<file path="src/rtl/pipeline_cond_unit.sv">
// pipeline_cond_unit: carries decode control through E/M/W, holds NZCV and gates every write on the condition field
module pipeline_cond_unit #(
   parameter int ALUC_W = 4,
   parameter int COND_W = 4
) (
   input  logic              clk,
   input  logic              reset,
   input  logic [COND_W-1:0] CondD,
   input  logic [1:0]        FlagWD,
   input  logic              PCSD,
   input  logic              RegWD,
   input  logic              MemWD,
   input  logic              NoWriteD,
   input  logic              MemtoRegD,
   input  logic              ALUSrcD,
   input  logic [ALUC_W-1:0] ALUControlD,
   input  logic              BranchD,
   input  logic              FlushE,
   input  logic [3:0]        ALUFlagsE,
   output logic [ALUC_W-1:0] ALUControlE,
   output logic              ALUSrcE,
   output logic              MemtoRegE,
   output logic              BranchTakenE,
   output logic [3:0]        FlagsQ,
   output logic              RegWriteM,
   output logic              MemWriteM,
   output logic              MemtoRegM,
   output logic              PCSrcW,
   output logic              RegWriteW,
   output logic              MemtoRegW
);
   logic [COND_W-1:0] CondE;
   logic [1:0]        FlagWE;
   logic              PCSE, RegWE, MemWE, NoWriteE, BranchE, PCSrcM;
   logic              CondExE, PCSrcE, RegWriteE, MemWriteE;
   logic              n, z, c, v;
   assign {n, z, c, v} = FlagsQ;
   always_comb begin
      case (CondE)
         4'b0000: CondExE = z;
         4'b0001: CondExE = ~z;
         4'b0010: CondExE = c;
         4'b0011: CondExE = ~c;
         4'b0100: CondExE = n;
         4'b0101: CondExE = ~n;
         4'b0110: CondExE = v;
         4'b0111: CondExE = ~v;
         4'b1000: CondExE = c & ~z;
         4'b1001: CondExE = ~c | z;
         4'b1010: CondExE = n == v;
         4'b1011: CondExE = n != v;
         4'b1100: CondExE = ~z & (n == v);
         4'b1101: CondExE = z | (n != v);
         4'b1110: CondExE = 1'b1;
         default: CondExE = 1'b0;
      endcase
   end
   assign PCSrcE       = PCSE & CondExE;
   assign RegWriteE    = RegWE & CondExE & ~NoWriteE;
   assign MemWriteE    = MemWE & CondExE;
   assign BranchTakenE = BranchE & CondExE;
   always_ff @(posedge clk) begin
      if (reset) begin
         CondE       <= '0;
         FlagWE      <= '0;
         PCSE        <= 1'b0;
         RegWE       <= 1'b0;
         MemWE       <= 1'b0;
         NoWriteE    <= 1'b0;
         MemtoRegE   <= 1'b0;
         ALUSrcE     <= 1'b0;
         ALUControlE <= '0;
         BranchE     <= 1'b0;
         FlagsQ      <= '0;
         RegWriteM   <= 1'b0;
         MemWriteM   <= 1'b0;
         MemtoRegM   <= 1'b0;
         PCSrcM      <= 1'b0;
         RegWriteW   <= 1'b0;
         MemtoRegW   <= 1'b0;
         PCSrcW      <= 1'b0;
      end else begin
         // a flushed slot becomes an always-executing no-op
         CondE       <= FlushE ? COND_W'(4'b1110) : CondD;
         FlagWE      <= FlushE ? 2'b00 : FlagWD;
         PCSE        <= ~FlushE & PCSD;
         RegWE       <= ~FlushE & RegWD;
         MemWE       <= ~FlushE & MemWD;
         NoWriteE    <= ~FlushE & NoWriteD;
         MemtoRegE   <= ~FlushE & MemtoRegD;
         ALUSrcE     <= ~FlushE & ALUSrcD;
         ALUControlE <= FlushE ? '0 : ALUControlD;
         BranchE     <= ~FlushE & BranchD;
         FlagsQ[3:2] <= FlagWE[1] & CondExE ? ALUFlagsE[3:2] : FlagsQ[3:2];
         FlagsQ[1:0] <= FlagWE[0] & CondExE ? ALUFlagsE[1:0] : FlagsQ[1:0];
         RegWriteM   <= RegWriteE;
         MemWriteM   <= MemWriteE;
         MemtoRegM   <= MemtoRegE;
         PCSrcM      <= PCSrcE;
         RegWriteW   <= RegWriteM;
         MemtoRegW   <= MemtoRegM;
         PCSrcW      <= PCSrcM;
      end
   end
endmodule

</file>
<file path="config.mk">
export PLATFORM = sky130hd
export DESIGN_NAME = pipeline_cond_unit
export DESIGN_NICKNAME = d
export VERILOG_FILES = /design/src/rtl/pipeline_cond_unit.sv
export SDC_FILE = /design/constraint.sdc
export NUM_CORES = 1
export LEC_CHECK = 0
export BUFFER_PORTS_ARGS = -buffer_cell sky130_fd_sc_hd__buf_2
export CAP_MARGIN = 20
export CELL_PAD_IN_SITES_DETAIL_PLACEMENT = 1
export CELL_PAD_IN_SITES_GLOBAL_PLACEMENT = 1
export CORE_MARGIN = 1
export CORE_UTILIZATION = 38
export DETAILED_ROUTE_END_ITERATION = 12
export GPL_ROUTABILITY_DRIVEN = 1
export PLACE_DENSITY = 0.91
export SYNTH_ARGS = -nofsm -noshare
export SYNTH_HDL_FRONTEND = slang
export SYNTH_SLANG_ARGS = --single-unit
</file>
<file path="constraint.sdc">
create_clock -name clk -period 2.5 [get_ports clk]
set_input_delay 0.125 -clock clk [delete_from_list [all_inputs] [get_ports clk]]
set_output_delay 0.125 -clock clk [all_outputs]
set_load 0.01 [all_outputs]
</file>
=== After elaboration in Yosys (flattened, before gate mapping) ===
Cells that the tools add are included.

* Register bits after elaboration: 28
* Word-level logic and storage cells: 64

* Equal/unequal tests: 16
* Mux-type cells: 2
* Bitwise operators: 24
* Reductions and logical operators: 2

{| class="wikitable"
|+ Operators by type and width
! kind !! number
|-
| $eq A4 B4 Y1 const B || 7
|-
| $and A1 B1 Y1 || 16
|-
| $eq A4 B3 Y1 const B || 4
|-
| $pmux W1 S15 || 1
|-
| $eq A4 B2 Y1 const B || 2
|-
| $not A1 Y1 || 6
|-
| $eq A4 B1 Y1 const B || 1
|-
| $logic_not A4 Y1 || 1
|-
| $mux W4 || 1
|-
| $or A1 B1 Y1 || 2
|-
| $reduce_or A2 Y1 || 1
|-
| $eq A1 B1 Y1 || 1
|-
| $ne A1 B1 Y1 || 1
|}

=== Longest topological paths before layout ===
* Depth in word-level cells: 5
* Gate-level depth with buffers: 6
* Mapped depth without buffers: 5

=== Worst setup path after synthesis ===
OpenSTA, ideal clock, no wires.

* Kind: register to output
* From: register CondE[2]
* To: output BranchTakenE
* Arrival time: 1.372 ns
* Required time: 2.375 ns
* Setup slack: 1.003 ns
* Cell stages (with the launch flop): 7
* Buffers on the path: 1
* Cells stage by stage: dfxtp_1 -> buf_6 -> mux2_4 -> a22oi_1 -> and4b_4 -> and2_4 -> nor2b_1

* Word-level cells in the longest chain between the ends: 3

{| class="wikitable"
|+ Ends and longest elaborated chain
! what !! line !! text
|-
| start: declaration || 32 || <nowiki>logic [COND_W-1:0] CondE;</nowiki>
|-
| start signal: assignment || 84 || <nowiki>CondE <= FlushE ? COND_W'(4'b1110) : CondD;</nowiki>
|-
| $eq A4 B4 Y1 (tied with other cells) || 39 || <nowiki>case (CondE)</nowiki>
|-
| $pmux W1 S15 (*) || 39 ||
|-
| $and A1 B1 Y1 (*) || 61 || <nowiki>assign BranchTakenE = BranchE & CondExE;</nowiki>
|-
| end: declaration || 23 || <nowiki>output logic BranchTakenE,</nowiki>
|}

Mark *: on every way between the ends. The rest lies on a longest branch, timed or not.

=== Final worst setup path ===
Ends and elaborated chain as after synthesis.

==> impl_metrics.toml <==
[finish]
final_cell_area_um2 = 1380
num-nets-final = 171
antenna_cells = 0
layout-drive-gt1-share_pct = 36.6
syn2layout_area_growth_pct = 25.9
fillers = 298

[sta]
whs_ps = -2.49
drv_slew = 0
post-route-period-util_pct = 87.3
timing.setup.tns_ps = 0
grt_setup_unrepaired = "false"
worst_pin_slew_ps = 686
finalSetupViolations = 0
finClkSkew_ps = 6.83
fin_crit_ps = 2180
hold_viol = 1
max_freq_ghz = 0.458
relSlewSlack_pct = 54.1

[pwr]
vdd_drop_max_mv = 0.391
leakagePower_uw = 0.000610
pwr-share-comb_pct = 11.9
p_sw_uw = 179
power_density_nw_per_um2 = 541
switching_share_pct = 24.1
clkPwrFrac_pct = 24.5
p_seq_share_pct = 63.6
p_int_uw = 566

[global_routing]
grt_pass1_vias = 968
grt_max_degree = 20
grt.total_usage_pct = 19.5
antenna_found_initial = 0
grt_pass1_wl_um = 4600
grt_overflow = 0

[cts]
postCtsSetupBuffers = 0
path_clk_slew_ps = 140
cts_root_buffer = "clkbuf_4"
clock_latency_ps = 320
cts.repair.resized = 0
numCtsBuffers = 3
clock_path_buffers = 2
h-tree-depth = 1
cts_sinks = 28
cts_tree = "built"

[critical_path]
reg2reg_slack_ps = 770
crit_chain = "mux2_4 > a22oi_1 > and4b_4 > and2_4 > nor2b_1 > buf_2"
start_kind = "flip-flop"
cp.arrival_ps = 2060
r2r_cells = 5
crit_required_ps = 2380
r2r_end = "FlagsQ[3]$_SDFFE_PP0P_"
crit_slowest_cell = "dfxtp_1"
cp-end-kind = "output port"
crit_buf_inv = 1
reg2reg_from = "CondE[3]$_SDFF_PP0_"
worstPathMaxFanout = 9
worstSetupPathType = "reg2out"
cp_slowest_stage_delay_ps = 510
cp_top_family = "simple AND/OR/NAND/NOR gates"

[synthesis]
synth_ff_type = "dfxtp_1"
synthCells = 102
post-synth-top-count-cell = "dfxtp_1"
yosysSeqAreaShare_pct = 51.2
synth-edff-count = 0
ys_ff_latch = 28
syn_area_per_cell_um2 = 10.7
synth_nets = 126
synth_top_area_share_pct = 51.2
synth_area_um2 = 1090
ys_warn_count = 0
synth_cell_types = 30
async_flop_share_pct = 0
netlist.top_cell.by_area = "dfxtp_1"
synth_common_cells = "dfxtp_1, and2_1, nand2b_1"
synthTopCellsByArea = "dfxtp_1, and2_1, nand2b_1"

[routing]
viasPerCell = 4.88
vias = 858
drt-initial-drc-count = 2
wl_um = 2850
drt_first_pass_iters = 2
drt.antenna.violating_nets = 0
wl_per_cell_um = 16.2
drc = 0

[placed_design]
port_buffers = 40
hpwl_um = 1980
gp_congestion = 0.839
placed_area_um2 = 1310

[run_status]
violations = "hold timing"
status = "finished, violations left"

[die]
core_area_um2 = 2730
die_area_um2 = 3100
initial_core_util_pct = 40.0
num_rows = 19
die_h_um = 55.7
die_w_um = 55.7
ios = 41

[hold_path]
hp-class = "in2reg"
hold_path.startpoint = "RegWD"
holdPathEnd = "RegWE$_SDFF_PP0_"
min_path_cells = 2

[run]
cap_violations = 0
-- worst max-delay path by stage --
stage          depth (start not counted)      endpoint                start  slack, ps
2_1_floorplan                          6  BranchTakenE  CondE[2]$_SDFF_PP0_       1000
3_3_place_gp                           6  BranchTakenE  CondE[2]$_SDFF_PP0_        820
3_5_place_dp                           6  BranchTakenE  CondE[2]$_SDFF_PP0_        730
4_1_cts                                6  BranchTakenE  CondE[2]$_SDFF_PP0_        360
5_1_grt                                6  BranchTakenE  CondE[3]$_SDFF_PP0_        220
6_report                               6  BranchTakenE  CondE[2]$_SDFF_PP0_        320
-- metal layers --
metal | wire [um] | part of all wire (%) | GRT usage (%)
met1 | 1060 | 37 | 18.2
met2 | 1660 | 58 | 42.0
met3 | 121 | 4.2 | 2.79
met4 | 14 | 0.49 | 5.36
met5 | 0 | 0 | 0
-- placed cells by master (no fill, tap or decap), drive strengths merged, types with 3 or more instances in the layout --
master	Yosys	routed
nor2	8	8
nand2b	10	10
nor3b	4	4
buf	2	40
and2	16	16
nor2b	6	6
clkbuf	3	3
dfxtp	28	28
dlygate4sd3	0	5
mux2i	6	6
-- state kept, by name, summed over array words and instances (netlist names), 2 cells and up --
signal and count:
CondE 4, FlagWE 2, FlagsQ 4, ALUControlE 4
-- cells by family after synthesis --
kind of cell,Yosys count,synth area share [%]
simple gates,52,31.9
flops,28,51.2
compound gates,7,5.26
mux,7,7.20
buf+inv,6,2.86
xor+xnor,2,1.60
-- power by group through the flow --
| stage | Combinational (uW) | Sequential [uW] | Clock (uW) |
|---|---|---|---|
| floorplan | 50.9 | 481 | 0 |
| finish | 88.8 | 474 | 183 |
| detailed placement | 80.8 | 484 | 0 |
| CTS | 86.9 | 474 | 180 |
| global placement | 75.4 | 482 | 0 |
| global route | 96.2 | 477 | 191 |
-- layout make-up --
type	count	area [um^2]	share of cell area (%)
Tap cell	31	38.8	2.81
Sequential cell	28	561	40.7
Timing Repair Buffer	45	250	18.1
Multi-Input combinational cell	68	503	36.5
Inverter	1	3.75	0.272
Clock buffer	3	22.5	1.63
-- metrics by stage --
stage	setup WS, ps	util, %	total power, uW	std cells
2_1_floorplan	1000	-	532	102
3_3_place_gp	821	47.8	558	168
3_5_place_dp	728	47.8	565	168
4_1_cts	357	50.4	741	176
5_1_grt	221	50.4	764	176
6_report	318	50.4	746	176
-- worst register-to-register path: stages, from the launching register on --
cell and delay [ps]:
dfxtp_1 520, nand3b_1 130, a211oi_1 270, and4b_4 270, a21boi_2 220, mux2i_1 250
-- what timing repair did --
item                                    in CTS  in global routing
endpoints found under the setup margin       0                  0
hold endpoints to repair                     5                  0
hold buffers                                 5                  0
(Power assumes the default switching activity.)
